### config.mk
export PLATFORM = sky130hd
export DESIGN_NAME = ws2812b_frame_sequencer
export DESIGN_NICKNAME = d
export VERILOG_FILES = /design/src/rtl/ws2812b_frame_sequencer_pkg.sv /design/src/rtl/ws2812b_pixel_shifter.sv /design/src/rtl/ws2812b_frame_sequencer.sv
export SDC_FILE = /design/constraint.sdc
export NUM_CORES = 1
export LEC_CHECK = 0
export CORE_ASPECT_RATIO = 0.7
export CORE_MARGIN = 2
export CORE_UTILIZATION = 51
export DETAILED_ROUTE_END_ITERATION = 10
export HOLD_SLACK_MARGIN = 0.05
export PLACE_DENSITY = 0.76
export SETUP_SLACK_MARGIN = 0.02
export SLEW_MARGIN = 5
export SYNTH_ARGS = -nofsm -noshare
export SYNTH_HDL_FRONTEND = slang
export SYNTH_SLANG_ARGS = --single-unit
export TNS_END_PERCENT = 10
### constraint.sdc
create_clock -name clk -period 2.06 [get_ports clk]
set_clock_uncertainty 0.05 [all_clocks]
set_input_delay 0.412 -clock clk [delete_from_list [all_inputs] [get_ports clk]]
set_output_delay 0.412 -clock clk [all_outputs]
set_load 0.01 [all_outputs]
### src/rtl/ws2812b_frame_sequencer_pkg.sv
// Shared types and constants for the WS2812B frame sequencer and its pixel shifter.
// Timing defaults assume a 50 MHz clock driving a 1.25 us WS2812B bit period.
package ws2812b_frame_sequencer_pkg;

    typedef enum logic [1:0] {
        S_IDLE,
        S_FETCH0,
        S_SHIFT,
        S_LATCH
    } seq_state_e;

    localparam int PIXEL_WIDTH                   = 24;
    localparam int DEFAULT_BIT_PERIOD_CLK_COUNTS = 62;
    localparam int DEFAULT_LATCH_CLK_COUNTS      = 3000;

    function automatic int max_int(input int a, input int b);
        return (a > b) ? a : b;
    endfunction

endpackage

### src/rtl/ws2812b_pixel_shifter.sv
// Datapath for one frame: the active GRB shift register, a one-entry prefetch
// holding register with its full flag, and the bit-within-pixel counter.
module ws2812b_pixel_shifter
    import ws2812b_frame_sequencer_pkg::*;
(
    input  logic                   clk,
    input  logic                   reset,
    input  logic                   load_first,
    input  logic                   shift_en,
    input  logic                   advance,
    input  logic                   capture,
    input  logic [PIXEL_WIDTH-1:0] pixel_data,
    output logic                   msb,
    output logic                   first_bit,
    output logic                   last_bit,
    output logic                   hold_full
);

    localparam int                   BIT_CNT_W      = $clog2(PIXEL_WIDTH);
    localparam logic [BIT_CNT_W-1:0] LAST_BIT_INDEX = BIT_CNT_W'(PIXEL_WIDTH - 1);

    logic [PIXEL_WIDTH-1:0] shift_reg;
    logic [PIXEL_WIDTH-1:0] hold_reg;
    logic [BIT_CNT_W-1:0]   bit_cnt;
    logic                   hold_full_q;

    // On a pixel boundary whose prefetch lands on the same edge, the incoming
    // word bypasses the holding register so the next bit starts without a gap.
    always_ff @(posedge clk) begin
        if (reset) begin
            shift_reg   <= '0;
            hold_reg    <= '0;
            bit_cnt     <= '0;
            hold_full_q <= 1'b0;
        end else if (load_first) begin
            shift_reg   <= pixel_data;
            bit_cnt     <= '0;
            hold_full_q <= 1'b0;
        end else if (advance) begin
            shift_reg   <= hold_full_q ? hold_reg : pixel_data;
            bit_cnt     <= '0;
            hold_full_q <= 1'b0;
        end else begin
            if (shift_en) begin
                shift_reg <= {shift_reg[PIXEL_WIDTH-2:0], 1'b0};
                bit_cnt   <= bit_cnt + BIT_CNT_W'(1);
            end
            if (capture) begin
                hold_reg    <= pixel_data;
                hold_full_q <= 1'b1;
            end
        end
    end

    assign msb       = shift_reg[PIXEL_WIDTH-1];
    assign first_bit = (bit_cnt == '0);
    assign last_bit  = (bit_cnt == LAST_BIT_INDEX);
    assign hold_full = hold_full_q;

endmodule

### src/rtl/ws2812b_frame_sequencer.sv
// Frame-level controller: fetches LED_COUNT GRB pixels, issues one encoder
// trigger per bit with contiguous periods, then holds the line low to latch.
module ws2812b_frame_sequencer
    import ws2812b_frame_sequencer_pkg::*;
#(
    parameter int LED_COUNT             = 8,
    parameter int BIT_PERIOD_CLK_COUNTS = DEFAULT_BIT_PERIOD_CLK_COUNTS,
    parameter int LATCH_CLK_COUNTS      = DEFAULT_LATCH_CLK_COUNTS,
    localparam int ADDR_W               = (LED_COUNT > 1) ? $clog2(LED_COUNT) : 1
)
(
    input  logic                   clk,
    input  logic                   reset,
    input  logic                   start,
    output logic                   busy,
    output logic                   done,
    output logic                   underrun,
    output logic                   pixel_req,
    output logic [ADDR_W-1:0]      pixel_addr,
    input  logic                   pixel_valid,
    input  logic [PIXEL_WIDTH-1:0] pixel_data,
    output logic                   bit_trigger,
    output logic                   bit_to_code,
    output logic                   line_en
);

    localparam int                CNT_W         = $clog2(max_int(BIT_PERIOD_CLK_COUNTS, LATCH_CLK_COUNTS) + 1);
    localparam logic [CNT_W-1:0]  PERIOD_RELOAD = CNT_W'(BIT_PERIOD_CLK_COUNTS - 1);
    localparam logic [CNT_W-1:0]  LATCH_RELOAD  = CNT_W'(LATCH_CLK_COUNTS);
    localparam logic [ADDR_W-1:0] LAST_INDEX    = ADDR_W'(LED_COUNT - 1);

    seq_state_e        state;
    seq_state_e        state_next;
    logic [CNT_W-1:0]  period_cnt;
    logic [ADDR_W-1:0] pixel_index;
    logic              prefetch_req;
    logic              underrun_q;
    logic              line_en_q;

    logic start_accept;
    logic load_first;
    logic shift_en;
    logic advance;
    logic capture;
    logic enter_latch;
    logic set_underrun;
    logic trigger;
    logic period_end;
    logic more_pixels;
    logic pixel_ready;

    logic shifter_msb;
    logic first_bit;
    logic last_bit;
    logic hold_full;

    ws2812b_pixel_shifter u_shifter (
        .clk        (clk),
        .reset      (reset),
        .load_first (load_first),
        .shift_en   (shift_en),
        .advance    (advance),
        .capture    (capture),
        .pixel_data (pixel_data),
        .msb        (shifter_msb),
        .first_bit  (first_bit),
        .last_bit   (last_bit),
        .hold_full  (hold_full)
    );

    // The period counter counts down from PERIOD_RELOAD; the reload value
    // marks the trigger cycle and zero marks the last cycle of the period.
    assign trigger     = (state == S_SHIFT) && (period_cnt == PERIOD_RELOAD);
    assign period_end  = (state == S_SHIFT) && (period_cnt == '0);
    assign more_pixels = (pixel_index != LAST_INDEX);
    assign pixel_ready = hold_full || (prefetch_req && pixel_valid);

    always_ff @(posedge clk) begin
        if (reset) begin
            state <= S_IDLE;
        end else begin
            state <= state_next;
        end
    end

    always_comb begin
        state_next   = state;
        busy         = 1'b0;
        done         = 1'b0;
        pixel_req    = 1'b0;
        pixel_addr   = '0;
        bit_trigger  = 1'b0;
        bit_to_code  = 1'b0;
        start_accept = 1'b0;
        load_first   = 1'b0;
        shift_en     = 1'b0;
        advance      = 1'b0;
        capture      = 1'b0;
        enter_latch  = 1'b0;
        set_underrun = 1'b0;

        case (state)
            S_IDLE: begin
                if (start) begin
                    start_accept = 1'b1;
                    state_next   = S_FETCH0;
                end
            end

            S_FETCH0: begin
                busy      = 1'b1;
                pixel_req = 1'b1;
                if (pixel_valid) begin
                    load_first = 1'b1;
                    state_next = S_SHIFT;
                end
            end

            S_SHIFT: begin
                busy        = 1'b1;
                pixel_req   = prefetch_req;
                pixel_addr  = prefetch_req ? (pixel_index + ADDR_W'(1)) : '0;
                bit_trigger = trigger;
                bit_to_code = shifter_msb;
                capture     = prefetch_req && pixel_valid;
                // A handshake on the final edge of bit 23 still counts as in time.
                if (period_end) begin
                    if (!last_bit) begin
                        shift_en = 1'b1;
                    end else if (more_pixels && pixel_ready) begin
                        advance = 1'b1;
                    end else begin
                        set_underrun = more_pixels;
                        enter_latch  = 1'b1;
                        state_next   = S_LATCH;
                    end
                end
            end

            S_LATCH: begin
                busy = 1'b1;
                if (period_cnt == '0) begin
                    done       = 1'b1;
                    state_next = S_IDLE;
                end
            end

            default: begin
                state_next = S_IDLE;
            end
        endcase
    end

    // Frame bookkeeping: period/latch counter, pixel index, prefetch request,
    // sticky underrun flag and the line enable aligned to the encoder output.
    always_ff @(posedge clk) begin
        if (reset) begin
            period_cnt   <= '0;
            pixel_index  <= '0;
            prefetch_req <= 1'b0;
            underrun_q   <= 1'b0;
            line_en_q    <= 1'b0;
        end else begin
            line_en_q <= (state == S_SHIFT);

            if (start_accept) begin
                underrun_q <= 1'b0;
            end else if (set_underrun) begin
                underrun_q <= 1'b1;
            end

            if (load_first || advance || shift_en) begin
                period_cnt <= PERIOD_RELOAD;
            end else if (enter_latch) begin
                period_cnt <= LATCH_RELOAD;
            end else if (period_cnt != '0) begin
                period_cnt <= period_cnt - CNT_W'(1);
            end

            if (start_accept) begin
                pixel_index <= '0;
            end else if (advance) begin
                pixel_index <= pixel_index + ADDR_W'(1);
            end

            if (start_accept || enter_latch) begin
                prefetch_req <= 1'b0;
            end else if (trigger && first_bit && more_pixels) begin
                prefetch_req <= 1'b1;
            end else if (capture) begin
                prefetch_req <= 1'b0;
            end
        end
    end

    assign underrun = underrun_q;
    assign line_en  = line_en_q;

endmodule
; Yosys cells after proc, flatten, opt, wreduce, memory -nomap -nowiden
; Cells that the tools add are included.
[word_totals]
word_cells = 99
reg_bits = 74
n_memories = 0
output_inout_bits = 10
romBits = 0
latch_bits = 0
ramBits = 0
[classes]
eq_ne = 12
n_shift = 0
order_cmp = 0
n_addsub = 3
multipliers = 0
bitwise = 2
n_reduce_logical = 26
div_mod_pow = 0
mux = 44
[ops]
columns = operator, n
row1 = $mux W24, 4
row2 = $mux W1, 27
row3 = $mux W12, 2
row4 = $eq A12 B6 Y1 const B, 1
row5 = $logic_not A12 Y1, 1
row6 = $mux W2, 6
row7 = $ne A2 B2 Y1 const B, 6
row8 = $reduce_bool A12 Y1, 1
row9 = $sub A12 B1 Y12 const B, 1
row10 = $reduce_or A3 Y1, 3
row11 = $pmux W2 S4, 1
row12 = $logic_and A1 B1 Y1, 6
row13 = $mux W3, 2
row14 = $mux W6, 1
row15 = $reduce_and A6 Y1, 1
row16 = $reduce_bool A3 Y1, 2
row17 = $reduce_or A2 Y1, 3
row18 = $add A5 B1 Y5 const B, 1
row19 = $eq A5 B5 Y1 const B, 1
row20 = $logic_not A5 Y1, 1
row21 = $eq A2 B2 Y1 const B, 2
row22 = $logic_or A1 B1 Y1, 4
row23 = $reduce_bool A2 Y1, 2
row24 = $add A3 B1 Y3 const B, 1
row25 = other kinds (6), 7

; Longest topological paths before layout
; Gate-level depths: netlist of the first run.
[logic_depth]
ltp_word = 10
mapped_depth = 10
mapped_depth_nobuf = 7

; By module
; Synthesis of the first run repeated with hierarchy kept, for this count alone.
[unflattened]
hier_cells = 468
area_unflattened_um2 = 4100.2
[modules_own_cells]
columns = mod, instances, cells_per_inst, area_per_inst_um2, seq_area_each_um2
row1 = ws2812b_pixel_shifter, 1, 325, 2894.0, 1081.0
row2 = ws2812b_frame_sequencer, 1, 143, 1206.2, 400.4

; Least setup slack after synthesis of the first run
; Ideal clock, no wire load.
[synth_path]
path_type = register to register
startpoint = register pixel_index[0]
endpoint = register u_shifter.shift_reg[14]
synth_period_minus_slack_ns = 2.200
arrival_time_ns = 2.012
path_stages_with_launch = 8
slack_ns = -0.140
path_cell_list = dfxtp_1 ha_1 ha_1 or4_1 o21ai_0 clkbuf_1 nor2b_1 o32ai_1
[synth_between]
elab_chain_cells = 8
elab_cells_between_ends = 9
[synth_lines]
columns = element, line_no
row1 = "start, declared", ws2812b_frame_sequencer.sv:35  ; logic [ADDR_W-1:0] pixel_index;
row2 = "start signal, assigned", ws2812b_frame_sequencer.sv:183  ; pixel_index <= pixel_index + ADDR_W'(1);
row3 = $ne A3 B3 Y1 (*), ws2812b_frame_sequencer.sv:75  ; assign more_pixels = (pixel_index != LAST_INDEX);
row4 = $logic_and A1 B1 Y1 (*), ws2812b_frame_sequencer.sv:130  ; end else if (more_pixels && pixel_ready) begin
row5 = $mux W1 (*), ws2812b_frame_sequencer.sv:130
row6 = $mux W1 (*), ws2812b_frame_sequencer.sv:128  ; if (!last_bit) begin
row7 = $mux W1 (*), ws2812b_frame_sequencer.sv:127  ; if (period_end) begin
row8 = $mux W1 (*), ws2812b_frame_sequencer.sv:102  ; case (state)
row9 = $mux W24, ws2812b_pixel_shifter.sv:39  ; end else if (advance) begin
row10 = $mux W24, ws2812b_pixel_shifter.sv:35  ; end else if (load_first) begin
row11 = "end signal, assigned", ws2812b_pixel_shifter.sv:36  ; shift_reg <= pixel_data;
row12 = "end signal, assigned", ws2812b_pixel_shifter.sv:40  ; shift_reg <= hold_full_q ? hold_reg : pixel_data;
row13 = "end signal, assigned", ws2812b_pixel_shifter.sv:45  ; shift_reg <= {shift_reg[PIXEL_WIDTH-2:0], 1'b0};
row14 = "end, declared", ws2812b_pixel_shifter.sv:22  ; logic [PIXEL_WIDTH-1:0] shift_reg;
; Mark *: on every way between the ends. The rest lies on a longest branch, timed or not.
; A chain may end at the register's enable or synchronous reset.

; Final worst setup path of the first run
[layout_path]
startpoint = register period_cnt[1]
endpoint = register u_shifter.shift_reg[15]
[layout_between]
elab_chain_cells = 6
elab_cells_between_ends = 9
[layout_lines]
columns = element, line_no
row1 = "start, declared", ws2812b_frame_sequencer.sv:34  ; logic [CNT_W-1:0] period_cnt;
row2 = "start signal, assigned", ws2812b_frame_sequencer.sv:177  ; period_cnt <= period_cnt - CNT_W'(1);
row3 = $logic_not A12 Y1 (*), ws2812b_frame_sequencer.sv:74  ; assign period_end = (state == S_SHIFT) && (period_cnt == '0);
row4 = $logic_and A1 B1 Y1 (*), ws2812b_frame_sequencer.sv:74
row5 = $mux W1, ws2812b_frame_sequencer.sv:127
row6 = $mux W1, ws2812b_frame_sequencer.sv:102
row7 = $mux W24, ws2812b_pixel_shifter.sv:39
row8 = $mux W24, ws2812b_pixel_shifter.sv:35
; Marked as above.

==> out/results.tsv, run 1 <==
metric	value	unit
Post-Syn Instances	416	
Synth cell types	57	
Worst R2R Setup Slack	-0.18	ns
first-pass GRT wire length	15.47	mm
setup TNS	-5.052	ns
Num CTS Buffers	9	
Final Max Tran Viols	0	
syn avg cell area	8.843	sq um
startpoint types	flip-flop	
vias post-DR	3625	
Port Buffer Count	37	
Routed Antenna Nets	0	
FFs w/ async S/R, synth	0	%
Leak Pwr	1.909	nW
CTS Buffer Depth	2	
fraction of the cycle the final worst path needs	108.5	%
CP Max Fanout	6	
clk slew on worst S/H paths	0.09	ns
Final #Nets	558	
prevailing post-synth register cell	dfxtp_1	
status	complete, but fails checks	
failing checks	setup timing	
Hold WC Path Type	flip-flop to flip-flop	
CP Capture Type	flip-flop	
worst skew pair latency	0.36	ns
Sw Ratio	35.79	%
Tot GR Track Use	24.60	%
CTS Root Buffer Type	clkbuf_8	
WP data arrival	2.44	ns
Overflow after GRT	0	
final hold vios	0	
n_diodes	0	
initial core utilization	53.45	%
GP Congestion	0.8820	
# hold bufs at CTS	0	
Seq/Total Area, Yosys	40.27	%
Final WS setup	-0.1751	ns
initial antenna violation count	0	
H-Tree Depth	3	
sw power	2.123	mW
CTS tree	done	
internal power	3.809	mW
worst-margin pin slew	0.4119	ns
IO Count	38	
Pwr Density	1146	nW/um^2
routed len/inst	17.80	um
Hold WS	0.4160	ns
total power	5.931	mW
CTS Sinks	74	
Yosys reg bits	74	
total core area	6882	sq um
HPWL after detailed placement	6.539	mm
Comb pwr share	47.0	%
vias in the first global route	3376	
Max-slew headroom	72.33	%
Iteration-0 DRC Markers	287	
max cap viols	0	
Die Y	75.06	um
layout cell share with drive strength beyond 1	26.58	%
IR drop worst, VDD	0.4841	mV
first drt pass iteration count	5	
number of flops mapped to enable cells by yosys	0	
crit path kind	flip-flop to flip-flop	
vias per cell	5.875	
Syn. warnings	0	
required time worst endpoint	2.27	ns
Area growth syn-to-layout	40.68	%
Detailed Route WL	10.98	mm
largest net degree at the start of global routing	38	
Remaining DRCs	0	
die width	105.5	um
post-layout min period	2.235	ns
power share of the clock group	23.8	%
Fmax achieved	447.4	MHz
Cell Rows	25	
RSZ-0062 raised after global routing	yes	
Mapped Nets	456	
Finished Core Util	75.20	%
die area	7919	sq um
FILL cells	468	
Final setup viols	59	
synthesized area	3679	sq um
register share of total power	29.2	%
==> metal layers <==
metal  track usage (%)  part of all wire [%]  vias up  routed length [um]
met4             7.164                   1.8        0                 198
met5                 0                     0        -                   0
li1                  -                     -     1691                   -
met2             42.72                    48      151                5276
met1             31.14                    43     1759                4733
met3             5.974                   7.1       24                 775
==> final timing paths <==
kind | startpoint | endpoint | cells past startpoint
max | period_cnt[1] | u_shifter.shift_reg[15] | 7
min | u_shifter.shift_reg[4] | u_shifter.shift_reg[4] | 2
max reg2reg | period_cnt[1] | u_shifter.shift_reg[15] | 7
min reg2reg | u_shifter.shift_reg[4] | u_shifter.shift_reg[4] | 2
==> synth_stat cells (2+ instances only) <==
cell type,count,share of area [%]
dfxtp_1,74,40
nor2_1,59,6.0
inv_1,30,3.1
mux2i_1,27,7.3
nor2b_1,26,4.4
o32ai_1,21,5.0
nand2_1,17,1.7
a21oi_1,12,1.6
ha_1,12,4.1
nor3_1,12,1.6
o21ai_0,12,1.6
o21ai_1,12,1.6
nand3_1,11,1.5
clkbuf_1,9,0.92
xor2_1,7,1.7
buf_2,6,0.82
nor4_1,5,0.85
xnor2_1,5,1.2
a31oi_1,4,0.68
buf_6,4,1.2
and2_1,3,0.51
and3_1,3,0.51
nand4b_1,3,0.71
or4_1,3,0.61
a32oi_1,2,0.48
buf_4,2,0.41
nand4_1,2,0.34
nor3_2,2,0.54
o2bb2ai_1,2,0.48
o31ai_1,2,0.41
==> critical path, stage by stage, from the launching register on <==
cell,delay [ns]
dfxtp_2,0.33
inv_2,0.07
ha_4,0.13
nor3b_4,0.37
nand4_4,0.22
or4_4,0.67
o21ai_1,0.20
o32ai_2,0.09
==> cells in the final DEF, fill, tap and decap left out, types with 6 or more instances in the layout <==
cell type         n
dfxtp_1          66
nor2_1           59
buf_4            55
clkdlybuf4s50_1  29
inv_1            27
mux2i_1          27
nor2b_1          24
o32ai_1          19
o21ai_1          17
nand2_1          15
a21oi_1          12
buf_6            12
nand3_1          11
nor3_1           10
clkbuf_8          9
ha_1              8
dfxtp_2           7
xor2_1            6
==> cell families after synthesis <==
kind of cell / count (synthesis) / synth area share [%]
simple gates: 158 / 22.79
compound gates: 82 / 16.23
flops: 74 / 40.27
buf+inv: 51 / 6.428
mux: 27 / 7.347
xor+xnor: 12 / 2.857
fa+ha+maj: 12 / 4.082
==> final cells by class <==
type	instances	area [sq um]	area share, %
sequential	74	1494	28.87
tap	94	117.6	2.273
timing repair buffer	110	1049	20.26
inverter	30	112.6	2.176
clock buffer	9	123.9	2.394
clock inverter	7	125.1	2.418
multi-input combinational	293	2153	41.61
==> through the flow <==
| stage | cell area [sq um] | setup WS [ns] | std cells |
|---|---|---|---|
| 6_report | 5175 | -0.1751 | 617 |
| 5_1_grt | 5175 | -0.2452 | 617 |
| 4_1_cts | 4898 | -0.1303 | 602 |
| 3_5_place_dp | 4602 | -0.3047 | 584 |
| 3_3_place_gp | 4602 | -0.2389 | 584 |
| 2_1_floorplan | 3741 | -0.02296 | 416 |
==> timing repair <==
action	CTS	global route
endpoints found under the setup margin	59	69
gates cloned	0	5
setup buffers	2	10
gates resized for setup	34	36
pin swaps	6	11
==> power groups by stage <==
stage	Sequential [mW]	Clock, mW	Combinational, mW
4_1_cts	1.72	1.42	2.44
6_report	1.73	1.41	2.79
5_1_grt	1.75	1.48	2.99
2_1_floorplan	1.79	0	1.30
3_5_place_dp	1.74	0	2.30
3_3_place_gp	1.73	0	2.23
(Power assumes the default switching activity.)
==> inputs of run 2 (changes only) <==
Settings changed: CTS_CLUSTER_SIZE set to 10.
==> results of run 2 <==
Same layout as run 1: the final DEF is identical, and so are final timing and power.
